File: src/rtl/mem_pkg.sv
// Shared types for the memory target: FSM states, default widths and the
// latched request record.
package mem_pkg;

    localparam int DEF_WIDTH      = 8;
    localparam int DEF_ADDR_WIDTH = 4;

    typedef enum logic [1:0] {
        IDLE = 2'd0,
        WAIT = 2'd1,
        RESP = 2'd2
    } state_t;

    // Sized by the package defaults; keep them in step with any parameter override.
    typedef struct packed {
        logic                      wr_rd;
        logic [DEF_ADDR_WIDTH-1:0] addr;
        logic [DEF_WIDTH-1:0]      wdata;
    } cmd_t;

endpackage

File: src/rtl/mem_array.sv
// DEPTH x WIDTH storage with one synchronous write port and one registered
// read port; the whole array and the read register clear on reset.
module mem_array #(
    parameter int WIDTH      = 8,
    parameter int ADDR_WIDTH = 4
) (
    input  logic                  clk_i,
    input  logic                  rst_n_i,
    input  logic                  we_i,
    input  logic [ADDR_WIDTH-1:0] waddr_i,
    input  logic [WIDTH-1:0]      wdata_i,
    input  logic                  re_i,
    input  logic [ADDR_WIDTH-1:0] raddr_i,
    output logic [WIDTH-1:0]      rdata_o
);

    localparam int DEPTH = 2 ** ADDR_WIDTH;

    logic [WIDTH-1:0] mem_q [DEPTH];
    logic [WIDTH-1:0] rdata_q;

    // rdata_q only moves on a read strobe, so it holds between reads.
    always_ff @(posedge clk_i or negedge rst_n_i) begin
        if (!rst_n_i) begin
            for (int i = 0; i < DEPTH; i++) begin
                mem_q[i] <= '0;
            end
            rdata_q <= '0;
        end else begin
            if (we_i) begin
                mem_q[waddr_i] <= wdata_i;
            end
            if (re_i) begin
                rdata_q <= mem_q[raddr_i];
            end
        end
    end

    assign rdata_o = rdata_q;

endmodule

File: src/rtl/mem_slave_ctrl.sv
// Memory target: accepts one valid/ready request at a time, waits WAIT_STATES
// cycles, then completes with a one-cycle ready pulse (plus rdata for reads).
module mem_slave_ctrl
    import mem_pkg::*;
#(
    parameter int WIDTH       = DEF_WIDTH,
    parameter int ADDR_WIDTH  = DEF_ADDR_WIDTH,
    parameter int WAIT_STATES = 2
) (
    input  logic                  clk,
    input  logic                  rst,
    input  logic                  valid,
    input  logic                  wr_rd,
    input  logic [ADDR_WIDTH-1:0] addr,
    input  logic [WIDTH-1:0]      wdata,
    output logic                  ready,
    output logic [WIDTH-1:0]      rdata,
    output logic [1:0]            state_o
);

    // Handshake: the master holds valid with a stable command until it samples
    // ready high; valid dropping before completion aborts the request, and the
    // RESP cycle ignores valid so every completion is followed by one bubble.

    state_t     state_q, state_d;
    logic [3:0] cnt_q, cnt_d;
    cmd_t       cmd_q, cmd_d;
    logic       ready_q, ready_d;
    logic       mem_we, mem_re;

    always_ff @(posedge clk or negedge rst) begin
        if (!rst) begin
            state_q <= IDLE;
            cnt_q   <= '0;
            cmd_q   <= '0;
            ready_q <= 1'b0;
        end else begin
            state_q <= state_d;
            cnt_q   <= cnt_d;
            cmd_q   <= cmd_d;
            ready_q <= ready_d;
        end
    end

    always_comb begin
        state_d = state_q;
        cnt_d   = cnt_q;
        cmd_d   = cmd_q;
        ready_d = 1'b0;
        mem_we  = 1'b0;
        mem_re  = 1'b0;
        case (state_q)
            IDLE: begin
                if (valid) begin
                    cmd_d.wr_rd = wr_rd;
                    cmd_d.addr  = addr;
                    cmd_d.wdata = wdata;
                    cnt_d       = 4'(WAIT_STATES);
                    state_d     = WAIT;
                end
            end
            WAIT: begin
                if (!valid) begin
                    state_d = IDLE;
                end else if (cnt_q == 4'd0) begin
                    state_d = RESP;
                    ready_d = 1'b1;
                    mem_we  = cmd_q.wr_rd;
                    mem_re  = !cmd_q.wr_rd;
                end else begin
                    cnt_d = cnt_q - 4'd1;
                end
            end
            RESP: begin
                state_d = IDLE;
            end
            default: begin
                state_d = IDLE;
            end
        endcase
    end

    mem_array #(
        .WIDTH      (WIDTH),
        .ADDR_WIDTH (ADDR_WIDTH)
    ) u_mem_array (
        .clk_i   (clk),
        .rst_n_i (rst),
        .we_i    (mem_we),
        .waddr_i (cmd_q.addr),
        .wdata_i (cmd_q.wdata),
        .re_i    (mem_re),
        .raddr_i (cmd_q.addr),
        .rdata_o (rdata)
    );

    assign ready   = ready_q;
    assign state_o = state_q;

endmodule

File: config.mk
export PLATFORM = sky130hd
export DESIGN_NAME = mem_slave_ctrl
export DESIGN_NICKNAME = d
export VERILOG_FILES = /design/src/rtl/mem_pkg.sv /design/src/rtl/mem_array.sv /design/src/rtl/mem_slave_ctrl.sv
export SDC_FILE = /design/constraint.sdc
export NUM_CORES = 1
export LEC_CHECK = 0
export ABC_CLOCK_PERIOD_IN_PS = 3040
export BUFFER_PORTS_ARGS = -buffer_cell sky130_fd_sc_hd__buf_2
export CORE_ASPECT_RATIO = 0.5
export CORE_MARGIN = 5
export CORE_UTILIZATION = 25
export DETAILED_ROUTE_END_ITERATION = 10
export GPL_TIMING_DRIVEN = 0
export PLACE_DENSITY = 0.41
export SYNTH_ARGS = -nofsm -noshare
export SYNTH_HDL_FRONTEND = slang
export SYNTH_SLANG_ARGS = --single-unit
File: constraint.sdc
create_clock -name clk -period 3.04 [get_ports clk]
set_input_delay 0.152 -clock clk [delete_from_list [all_inputs] [get_ports clk]]
set_output_delay 0.152 -clock clk [all_outputs]
set_load 0.02 [all_outputs]
==> impl_metrics.csv, run 1 <==
group,metric,value,unit
outcome,status,"finished clean",
routing,dr.pass1.iters,4,
power,combPwrFrac,0.258,
sta,fin_crit,2.810,ns
sta,holdWs,0.2042,ns
synthesis,synth_cell_type_count,39,
sta,slew_headroom,0.1909,
floorplanning,dieArea,32100,sq um
synthesis,synth_top_area_share,0.5494,
critical_path,start_kind,"register",
cts,post-cts-setup-buffers,0,
sta,tightestPinTransition,1.207,ns
critical_path,end_kind,"register",
critical_path,worstSetupPathType,"reg2reg",
routing,topRoutingLayerUsed,"met4",
global_route,grt_usage,0.1244,
synthesis,synth-seq-area-share,0.5494,
placed_design,port_buffers,26,
floorplanning,start_util,0.2550,
critical_path,cp.buffers_inverters,1,
synthesis,yosys.area.top_type,"dfrtp_1",
cts,insertion_delay,0.42,ns
global_route,antenna_found_initial,0,
power,leakage,3.935,nW
synthesis,ys_warn_count,0,
sta,timing.final.crit_share,0.9243,
power,p_sw_frac,0.3131,
floorplanning,core,27870,sq um
sta,fin_tns_setup,0,ns
synthesis,syn_inst,456,
placed_design,post-place-cells,865,
critical_path,cp_slowest_cell,"nor3_2",
sta,clock.fmax,0.3559,GHz
global_route,grt_overflow,0,
routing,vias,4035,
sta,grt_setup_unrepaired,"false",
synthesis,synth.area.top_cells,"dfrtp_1 55%, mux2_2 22%, mux4_2 8.2%, mux2i_1 3.1%, nor3_4 1.8%",
placed_design,gp_congestion,0.7432,
global_route,grt_pass1_vias,4407,
sta,slew_viol_final,0,
synthesis,syn_area,7106,sq um
synthesis,synthArstFlopShare,1.000,
sta,setup_violations,0,
finish,fin_cells,910,
critical_path,cpPeakStageDelay,0.97,ns
sta,hold_viol_final,0,
cts,clkSinkCount,156,
cts,ctsResizeCount,0,
synthesis,synth.avg_cell_area,15.58,sq um
placed_design,hpwl,12.05,mm
cts,clk_pin_slew,0.06,ns
routing,met3_length,367,um
critical_path,critical_path.cell_chain,"buf_4 > nor2b_1 > nand2_1 > nor3_2 > mux2_2",
power,p_seq_frac,0.418,
global_route,grt_max_degree,113,
finish,fillers,2863,
critical_path,crit_required,3.35,ns
critical_path,cp.arrival,3.12,ns
synthesis,synth_edf_count,0,
routing,dr.first_iter.drc_count,256,
power,power_switching,0.002056,W
cts,cts-hold-fix-buffers,14,
cts,numCtsBuffers,17,
routing,wl,18.91,mm
synthesis,synth_ff_type,"dfrtp_1",
routing,avgRoutedWirePerCell,20.77,um
finish,nNetsFinal,533,
routing,viasPerCell,4.434,
routing,ant_nets,0,
global_route,grt_pass1_wl,29.30,mm
routing,route.met2.wl,8.882,mm
synthesis,syn-num-nets,473,
power,p_int,0.004510,W
cts,cts_tree,"built",
synthesis,synth.top_cells.by_count,"156 x dfrtp_1, 138 x mux2_2, 26 x mux4_2",
cts,htree_levels,4,
routing,wl_met1,9.433,mm
critical_path,path_delay_family,"simple AND/OR/NAND/NOR gates",
power,pwr_density_cell,775.1,nW/um^2
routing,drcViolationCount,0,
cts,root_buffer,"clkbuf_16",
floorplanning,fp.dieW,248.4,um
synthesis,ys_ff_latch,156,
hold_path,hp-class,"in2reg",
floorplanning,die_h,129.2,um
cts,clock_path_buffers,2,
floorplanning,io_pins,27,
finish,syn_to_final_growth,19.23,%
power,worst_ir_drop_vdd,399.1,uV
sta,fin_skew,0.006730,ns
power,clockPowerShare,0.325,
critical_path,crit_fanout,10,
finish,n_antenna_cell,0,
floorplanning,num_rows,43,
finish,drive_gt1_frac,0.4867,
synthesis,synth.most_common_cell,"dfrtp_1",
job,max-cap-violations,0,
## power by group through the flow
| stage | Clock, W | Combinational, W | Sequential, W |
|---|---|---|---|
| final | 0.00213 | 0.00169 | 0.00274 |
| after global routing | 0.00228 | 0.00186 | 0.00280 |
| after CTS | 0.00220 | 0.00174 | 0.00275 |
| after detailed placement | 0 | 0.00172 | 0.00279 |
| after global placement | 0 | 0.00171 | 0.00278 |
| after floorplan | 0 | 0.00116 | 0.00274 |
## routing by layer
metal	up-vias	global-route usage
li1	1825	-
met1	2171	0.1723
met2	25	0.2006
met3	14	0.02266
met4	0	0.03987
met5	-	0
## per-stage QoR
stage | util | power (W) | area (sq um) | worst slack, ns
6_report | 0.3040 | 0.006566 | 8472 | 0.2302
5_1_grt | 0.3040 | 0.006939 | 8472 | 0.1213
4_1_cts | 0.3040 | 0.006689 | 8472 | 0.2392
3_5_place_dp | 0.2781 | 0.004513 | 7751 | 0.2471
3_3_place_gp | 0.2768 | 0.004490 | 7714 | -0.8134
2_1_floorplan | - | 0.003903 | 7106 | 0.8897
## worst min-delay path, cell delays in order
cell and delay, ns:
buf_2 0.10, nand2b_1 0.22, a2bb2oi_1 0.11
## cell usage in the layout (no fill, tap or decap), drive strengths merged, types with 3 or more instances in the layout
master | synthesis | layout
clkbuf | 6 | 31
dlygate4sd3 | 0 | 14
mux2i | 22 | 22
nor2 | 10 | 10
mux4 | 26 | 26
mux2 | 146 | 146
o22ai | 9 | 9
nor3 | 12 | 12
inv | 6 | 6
a21oi | 4 | 4
dfrtp | 156 | 156
a31oi | 3 | 3
nand3 | 3 | 3
nand2b | 3 | 3
nor2b | 3 | 3
a211oi | 4 | 4
buf | 20 | 47
nand2 | 7 | 7
## final cells by class
class                           instances  area [sq um]  share of cell area
Sequential cell                       156          3904              0.4608
Inverter                                6         22.52            0.002658
Tap cell                              382         478.0             0.05642
Clock inverter                          6         85.08             0.01004
Multi-Input combinational cell        268          3048              0.3598
Buffer                                 26         131.4             0.01551
Clock buffer                           25         495.5             0.05848
Timing Repair Buffer                   41         307.8             0.03633
## final timing paths
path	startpoint	endpoint	slack, ns	cells after the start
worst min register to register	u_mem_array.mem_q[59]$_DFFE_PN0P_	u_mem_array.mem_q[59]$_DFFE_PN0P_	0.50	1
worst max register to register	cmd_q[11]$_DFFE_PN0P_	u_mem_array.mem_q[56]$_DFFE_PN0P_	0.23	5
min in group asynchronous	rst	u_mem_array.mem_q[33]$_DFFE_PN0P_	0.21	2
worst min-delay path	valid	cnt_q[1]$_DFFE_PN0P_	0.20	3
worst max-delay path	cmd_q[11]$_DFFE_PN0P_	u_mem_array.mem_q[56]$_DFFE_PN0P_	0.23	5
max in group asynchronous	rst	state_o[0]$_DFFE_PN0P_	1.92	3
## registers in the layout, indices dropped and copies added, names as in the netlist
signal	count
cmd_q	13
u_mem_array.rdata_o	8
cnt_q	4
state_o	2
u_mem_array.mem_q	128
ready	1
## kinds of logic (layout without fill, tap and decap cells)
| family | Yosys count | after routing | share of synthesized area |
|---|---|---|---|
| flip-flops | 156 | 156 | 0.5494 |
| XOR/XNOR | 1 | 1 | 0.001233 |
| multiplexers | 194 | 194 | 0.3490 |
| buffers and inverters | 32 | 104 | 0.02166 |
| adder cells (fa/ha/maj) | 1 | 1 | 0.001761 |
| AND/OR/NAND/NOR | 48 | 48 | 0.05512 |
| AO/OA/AOI/OAI | 24 | 24 | 0.02183 |
Note: power is estimated with default switching activity, not from simulation.
==> inputs of run 2 (changes only) <==
BUFFER_PORTS_ARGS = -buffer_cell sky130_fd_sc_hd__buf_4   (was -buffer_cell sky130_fd_sc_hd__buf_2)
CORE_ASPECT_RATIO = not set   (was 0.5)
SYNTH_HIERARCHICAL = 1   (was not set)
==> run 2 against run 1 <==
Compared with the run above:
- clock power is 3% lower
- final area is 1.4% higher
- via count is 1.2% higher
- register-to-register slack worse by 0.12 ns
- critical endpoint is now u_mem_array/mem_q[42]$_DFFE_PN0P_
- combinational power hardly changed
==> impl_metrics.csv, run 2 <==
group,metric,value,unit
critical_path,cp_slowest_cell,"nor3_2",
synthesis,ys_warn_count,6,
sta,setup_violations,0,
critical_path,worstSetupPathType,"reg2reg",
job,max-cap-violations,0,
routing,viasPerCell,4.514,
critical_path,crit_required,3.33,ns
global_route,grt_pass1_vias,4417,
sta,fin_skew,0.02089,ns
finish,fillers,2855,
critical_path,start_kind,"register",
synthesis,synthArstFlopShare,1.000,
synthesis,synth_top_family_by_area,"multiplexers",
power,leakage,3.943,nW
cts,htree_levels,4,
global_route,grt_overflow,0,
routing,ant_nets,0,
finish,final_core_util,0.3017,
synthesis,synth_edf_count,0,
placed_design,post-place-cells,859,
critical_path,critical_path.cell_chain,"inv_1 > ha_1 > nand2b_1 > nor4_4 > and2_1 > nand2_1 > nor3_2 > mux2_2",
synthesis,syn_area,7163,sq um
sta,fin_crit,2.928,ns
sta,clock.fmax,0.3416,GHz
finish,drive_gt1_frac,0.5163,
synthesis,synth-simple-area-share,0.05729,
hold_path,hp-class,"in2reg",
finish,n_antenna_cell,0,
global_route,busiest_layer,"met2",
finish,nNetsFinal,526,
floorplanning,dieArea,32140,sq um
cts,cts_tree,"built",
synthesis,syn_inst,448,
critical_path,cp.arrival,3.22,ns
synthesis,ys_ff_latch,156,
global_route,antenna_found_initial,0,
global_route,use_met3,0.02657,
sta,slew_headroom,0.3317,
finish,layout_common_cells,"156 x dfrtp_1, 122 x mux2_2, 34 x buf_4",
synthesis,synth_cell_type_count,44,
finish,layout_commonest_cell,"dfrtp_1",
placed_design,dp_slack,0.1263,ns
finish,largest_reg_flops,128,
cts,ctsResizeCount,0,
global_route,grt_usage,0.1184,
critical_path,end_kind,"register",
synthesis,synth_fa_ha_area_frac,0.003493,
floorplanning,num_rows,62,
synthesis,synth.top_cells.by_count,"156 x dfrtp_1, 122 x mux2_2, 32 x mux4_2",
routing,avgRoutedWirePerCell,19.69,um
finish,fin_cells,905,
cts,clkSinkCount,156,
cts,clk_pin_slew,0.06,ns
power,pwr_density_cell,765.6,nW/um^2
floorplanning,io_pins,27,
floorplanning,start_util,0.2516,
synthesis,synth.avg_cell_area,15.99,sq um
placed_design,port_buffers,26,
sta,grt_setup_unrepaired,"true",
global_route,use_met2,0.1881,
finish,syn_to_final_growth,19.90,%
cts,root_buffer,"clkbuf_16",
synthesis,syn-num-nets,466,
cts,clock_path_buffers,2,
floorplanning,core,28470,sq um
outcome,status,"finished clean",
synthesis,synth_top_area_share,0.5450,
global_route,met1_usage,0.1655,
routing,drcViolationCount,0,
sta,slew_viol_final,0,
synthesis,synth_ff_type,"dfrtp_1",
placed_design,gp_congestion,0.7691,
placed_design,hpwl,12.00,mm
synthesis,synth_compound_area_frac,0.02323,
critical_path,crit_fanout,8,
critical_path,cpPeakStageDelay,0.80,ns
routing,dr.first_iter.drc_count,244,
synthesis,synthXorXnorAreaFrac,0,
power,worst_ir_drop_vdd,309.2,uV
routing,wl,17.82,mm
cts,numCtsBuffers,17,
sta,tightestPinTransition,0.9970,ns
global_route,grt_pass1_wl,27.87,mm
cts,insertion_delay,0.43,ns
routing,dr.pass1.iters,4,
synthesis,synthMuxAreaShare,0.3429,
finish,top_register,"u_mem_array/mem_q",
cts,post-cts-setup-buffers,0,
sta,timing.final.crit_share,0.9631,
sta,postLayoutSetupSlackWorst,0.1122,ns
global_route,grt_max_degree,122,
routing,vias,4085,
floorplanning,die_h,179.3,um
synthesis,synth-seq-area-share,0.5450,
synthesis,yosys.area.top_type,"dfrtp_1",
floorplanning,fp.dieW,179.3,um
power,p_total,0.006576,W
synthesis,synth.most_common_cell,"dfrtp_1",
synthesis,synth.area.top_cells,"dfrtp_1 54%, mux2_2 19%, mux4_2 10%, mux2_4 3.8%, mux2i_1 1.1%",
sta,hold_viol_final,0,
run 2: worst max-delay path, delay by kind of cell (launching register included):
kind,cells,cell delay (ns)
buffers and inverters,1,0.11
multiplexers,1,0.41
flip-flops,1,0.40
adder cells (fa/ha/maj),1,0.18
AND/OR/NAND/NOR,5,1.68
run 2: path summary, 6_finish.rpt:
check,from,end,slack [ns],depth (start not counted)
setup / recovery,cnt_q[1]$_DFFE_PN0P_,u_mem_array/mem_q[42]$_DFFE_PN0P_,0.11,8
hold reg to reg,u_mem_array/mem_q[47]$_DFFE_PN0P_,u_mem_array/mem_q[47]$_DFFE_PN0P_,0.50,1
min in group asynchronous,rst,cmd_q[5]$_DFFE_PN0P_,0.20,2
hold / removal,valid,ready$_DFF_PN0_,0.12,3
max in group asynchronous,rst,cmd_q[11]$_DFFE_PN0P_,1.95,3
setup reg to reg,cnt_q[1]$_DFFE_PN0P_,u_mem_array/mem_q[42]$_DFFE_PN0P_,0.11,8
run 2: cell families after synthesis:
family	count (synthesis)
adder cells (fa/ha/maj)	2
multiplexers	181
AND/OR/NAND/NOR	54
buffers and inverters	33
flip-flops	156
AO/OA/AOI/OAI	22
run 2: cell type report:
cell class	instances	area, sq um	area share
Buffer	30	190.2	0.02214
Clock inverter	10	90.09	0.01049
Multi-Input combinational cell	259	3058	0.3561
Timing Repair Buffer	41	370.4	0.04312
Sequential cell	156	3904	0.4545
Tap cell	384	480.5	0.05594
Inverter	3	11.26	0.001311
Clock buffer	22	484.2	0.05638
run 2: where the power goes:
| part | internal (W) | switching, W |
|---|---|---|
| Sequential | 0.00247 | 0.000331 |
| Clock | 0.00121 | 0.000846 |
| Combinational | 0.000842 | 0.000875 |
| Total | 0.00452 | 0.00205 |
run 2: through the flow:
step	TNS [ns]	hold WS, ns	area, sq um
detailed placement	0	0.04668	7874
floorplan	0	-0.1436	7163
CTS	0	0.09669	8588
global placement	0	0.3847	7839
finish	0	0.1154	8588
global route	-1.016	0.1176	8588
run 2: metal layers:
layer,vias up,wire [um],part of all wire
met4,0,164,0.0092
met1,2217,8509,0.48
li1,1812,-,-
met3,9,442,0.025
met2,47,8705,0.49
met5,-,0,0
run 2: timing repair:
item                       in CTS  in global routing
setup endpoints to repair       0                 16
hold endpoints to repair       48                  0
hold buffers                   14                  0
==> inputs of run 3 (changes only) <==
CELL_PAD_IN_SITES_DETAIL_PLACEMENT = 2   (was not set)
CELL_PAD_IN_SITES_GLOBAL_PLACEMENT = 2   (was not set)
CORE_UTILIZATION = 35   (was 25)
PLACE_DENSITY = 0.65   (was 0.41)
==> run 3 against run 2 <==
Compared with the run above:
- non-clock buffer count grew 1
- critical endpoint is now u_mem_array/mem_q[83]$_DFFE_PN0P_
- die area shrank 27%
- power grew 3.3%
- critical path type unchanged
- global-route usage grew 5.0 points
- sequential cell count is the same
- worst hold slack lost 0.011 ns
- highest routed layer unchanged
==> impl_metrics.csv, run 3 (same netlist as run 2, synthesis figures left out) <==
group,metric,value,unit
finish,fin_cells,792,
critical_path,end_kind,"register",
critical_path,worstSetupEndpoint,"u_mem_array/mem_q[83]$_DFFE_PN0P_",
critical_path,worstSetupPathType,"reg2reg",
floorplanning,dieArea,23430,sq um
power,leakage,3.982,nW
routing,topRoutingLayerUsed,"met4",
cts,clk_pin_slew,0.06,ns
floorplanning,start_util,0.3551,
sta,fin_crit,2.823,ns
outcome,status,"finished clean",
critical_path,crit_fanout,8,
global_route,grt_pass1_wl,29.96,mm
floorplanning,num_rows,52,
routing,viasPerCell,5.244,
finish,fillers,1945,
power,pwr_density_cell,798.1,nW/um^2
routing,vias,4153,
floorplanning,fp.dieW,153.1,um
sta,grt_setup_unrepaired,"false",
finish,multi_input_area,3070,sq um
routing,drcViolationCount,0,
routing,ant_nets,0,
placed_design,dp_slack,0.04637,ns
global_route,antenna_found_initial,0,
finish,drive_gt1_frac,0.5192,
hold_path,hp-class,"in2reg",
critical_path,crit_top_cell,"nand2b_1",
finish,n_antenna_cell,0,
sta,fin_skew,0.009618,ns
finish,top_register,"u_mem_array/mem_q",
cts,htree_levels,4,
sta,clock.fmax,0.3542,GHz
power,worst_ir_drop_vdd,363.0,uV
global_route,grt_overflow,0,
sta,fin_tns_setup,0,ns
job,max-cap-violations,0,
critical_path,rr_startpoint,"cnt_q[0]$_DFFE_PN0P_",
cts,clock_path_buffers,2,
sta,slew_headroom,0.3891,
global_route,grt_usage,0.1686,
critical_path,start_kind,"register",
sta,postLayoutSetupSlackWorst,0.2167,ns
sta,timing.final.crit_share,0.9287,
sta,slew_viol_final,0,
routing,wl_met1,8.505,mm
finish,layout_commonest_cell,"dfrtp_1",
critical_path,cp_slowest_cell,"nor3_2",
critical_path,critPathLaunch,"cnt_q[0]$_DFFE_PN0P_",
global_route,grt_max_degree,100,
critical_path,crit_required,3.35,ns
global_route,grt_pass1_vias,4902,
routing,avgRoutedWirePerCell,23.64,um
critical_path,critical_path.cell_chain,"inv_1 > ha_1 > nand2b_1 > nor4_4 > and2_1 > nand2b_1 > nor3_2 > mux2_2",
sta,setup_violations,0,
finish,largest_reg_flops,128,
routing,dr.first_iter.drc_count,204,
finish,layout_common_cells,"156 x dfrtp_1, 122 x mux2_2, 34 x buf_4",
cts,insertion_delay,0.43,ns
routing,met3_length,449,um
placed_design,port_buffers,26,
routing,route.met2.wl,9.605,mm
sta,tightestPinTransition,0.9114,ns
floorplanning,io_pins,27,
finish,nNetsFinal,527,
placed_design,gp_congestion,0.7215,
sta,hold_viol_final,0,
cts,cts_tree,"built",
floorplanning,die_h,153.1,um
critical_path,cpPeakStageDelay,0.75,ns
finish,syn_to_final_growth,18.86,%
cts,numCtsBuffers,17,
critical_path,r2r_end,"u_mem_array/mem_q[83]$_DFFE_PN0P_",
routing,dr.pass1.iters,4,
finish,ff_latch_area,3904,sq um
critical_path,reg2regPathDepth,8,
cts,root_buffer,"clkbuf_16",
critical_path,rrSetupSlack,0.22,ns
power,p_total,0.006796,W
floorplanning,core,20170,sq um
routing,wl,18.72,mm
placed_design,post-place-cells,745,
critical_path,cp.arrival,3.13,ns
cts,clkSinkCount,156,
placed_design,hpwl,12.56,mm
## run 3: cell types whose count changed in the layout (fill, tap and decap cells not counted), moves of 2 or more
cell / delta
nor3_4: +2
clkinvlp_4: -2
inv_6: +3
clkbuf_8: -4
bufinv_16: +2
clkinv_2: -2
clkinv_4: +3
nor3_2: -2
## run 3: metrics by stage
stage          hold WS [ns]  utilization  instance area [sq um]
2_1_floorplan       -0.1436            -                   7163
4_1_cts             0.09830       0.4208                   8488
3_3_place_gp         0.3842       0.3816                   7696
5_1_grt             0.09906       0.4221                   8514
3_5_place_dp         0.1655       0.3831                   7727
6_report             0.1039       0.4221                   8514
## run 3: area by class of cell
class / count / area share
Clock inverter: 15 / 0.02219
Clock buffer: 17 / 0.04996
Tap cell: 270 / 0.03968
Inverter: 3 / 0.001323
Sequential cell: 156 / 0.4585
Buffer: 30 / 0.02234
Multi-Input combinational cell: 259 / 0.3606
Timing Repair Buffer: 42 / 0.04541
## run 3: worst min path at each step
| stage | from | endpoint | slack, ns | depth (start not counted) |
|---|---|---|---|---|
| floorplan | rst | cmd_q[0]$_DFFE_PN0P_ | -0.14 | 0 |
| global placement | addr[1] | cmd_q[9]$_DFFE_PN0P_ | 0.38 | 2 |
| detailed placement | rst | u_mem_array/mem_q[43]$_DFFE_PN0P_ | 0.17 | 1 |
| CTS | valid | state_o[1]$_DFFE_PN0P_ | 0.1 | 3 |
| global route | valid | ready$_DFF_PN0_ | 0.1 | 3 |
| finish | valid | state_o[1]$_DFFE_PN0P_ | 0.10 | 3 |
## run 3: layer usage
metal,global-route usage,up-vias
met5,0,-
met4,0.03946,0
met3,0.03789,15
li1,-,1791
met2,0.2803,54
met1,0.2263,2293
## run 3: what timing repair did
| action | 4_1_cts | 5_1_grt |
|---|---|---|
| pin swaps | 0 | 1 |
| endpoints found under the hold margin | 70 | 0 |
| hold buffers | 14 | 0 |
| endpoints found under the setup margin | 8 | 16 |
| cloned | 0 | 0 |
| setup buffers | 0 | 1 |
| gates resized for setup | 1 | 1 |
## run 3: report_power, final
part / switching, W / total, W / internal [W]
Sequential: 0.000349 / 0.00282 / 0.00247
Combinational: 0.000911 / 0.00175 / 0.000843
Clock: 0.000915 / 0.00222 / 0.00131
Total: 0.00217 / 0.00680 / 0.00462
## run 3: critical path, delay by kind of cell, from the launching register on
family / cells / cell delay [ns]
and+or+nand+nor: 5 / 1.57
DFF: 1 / 0.38
muxes: 1 / 0.41
buffers and inverters: 1 / 0.13
adders and majority gates: 1 / 0.20
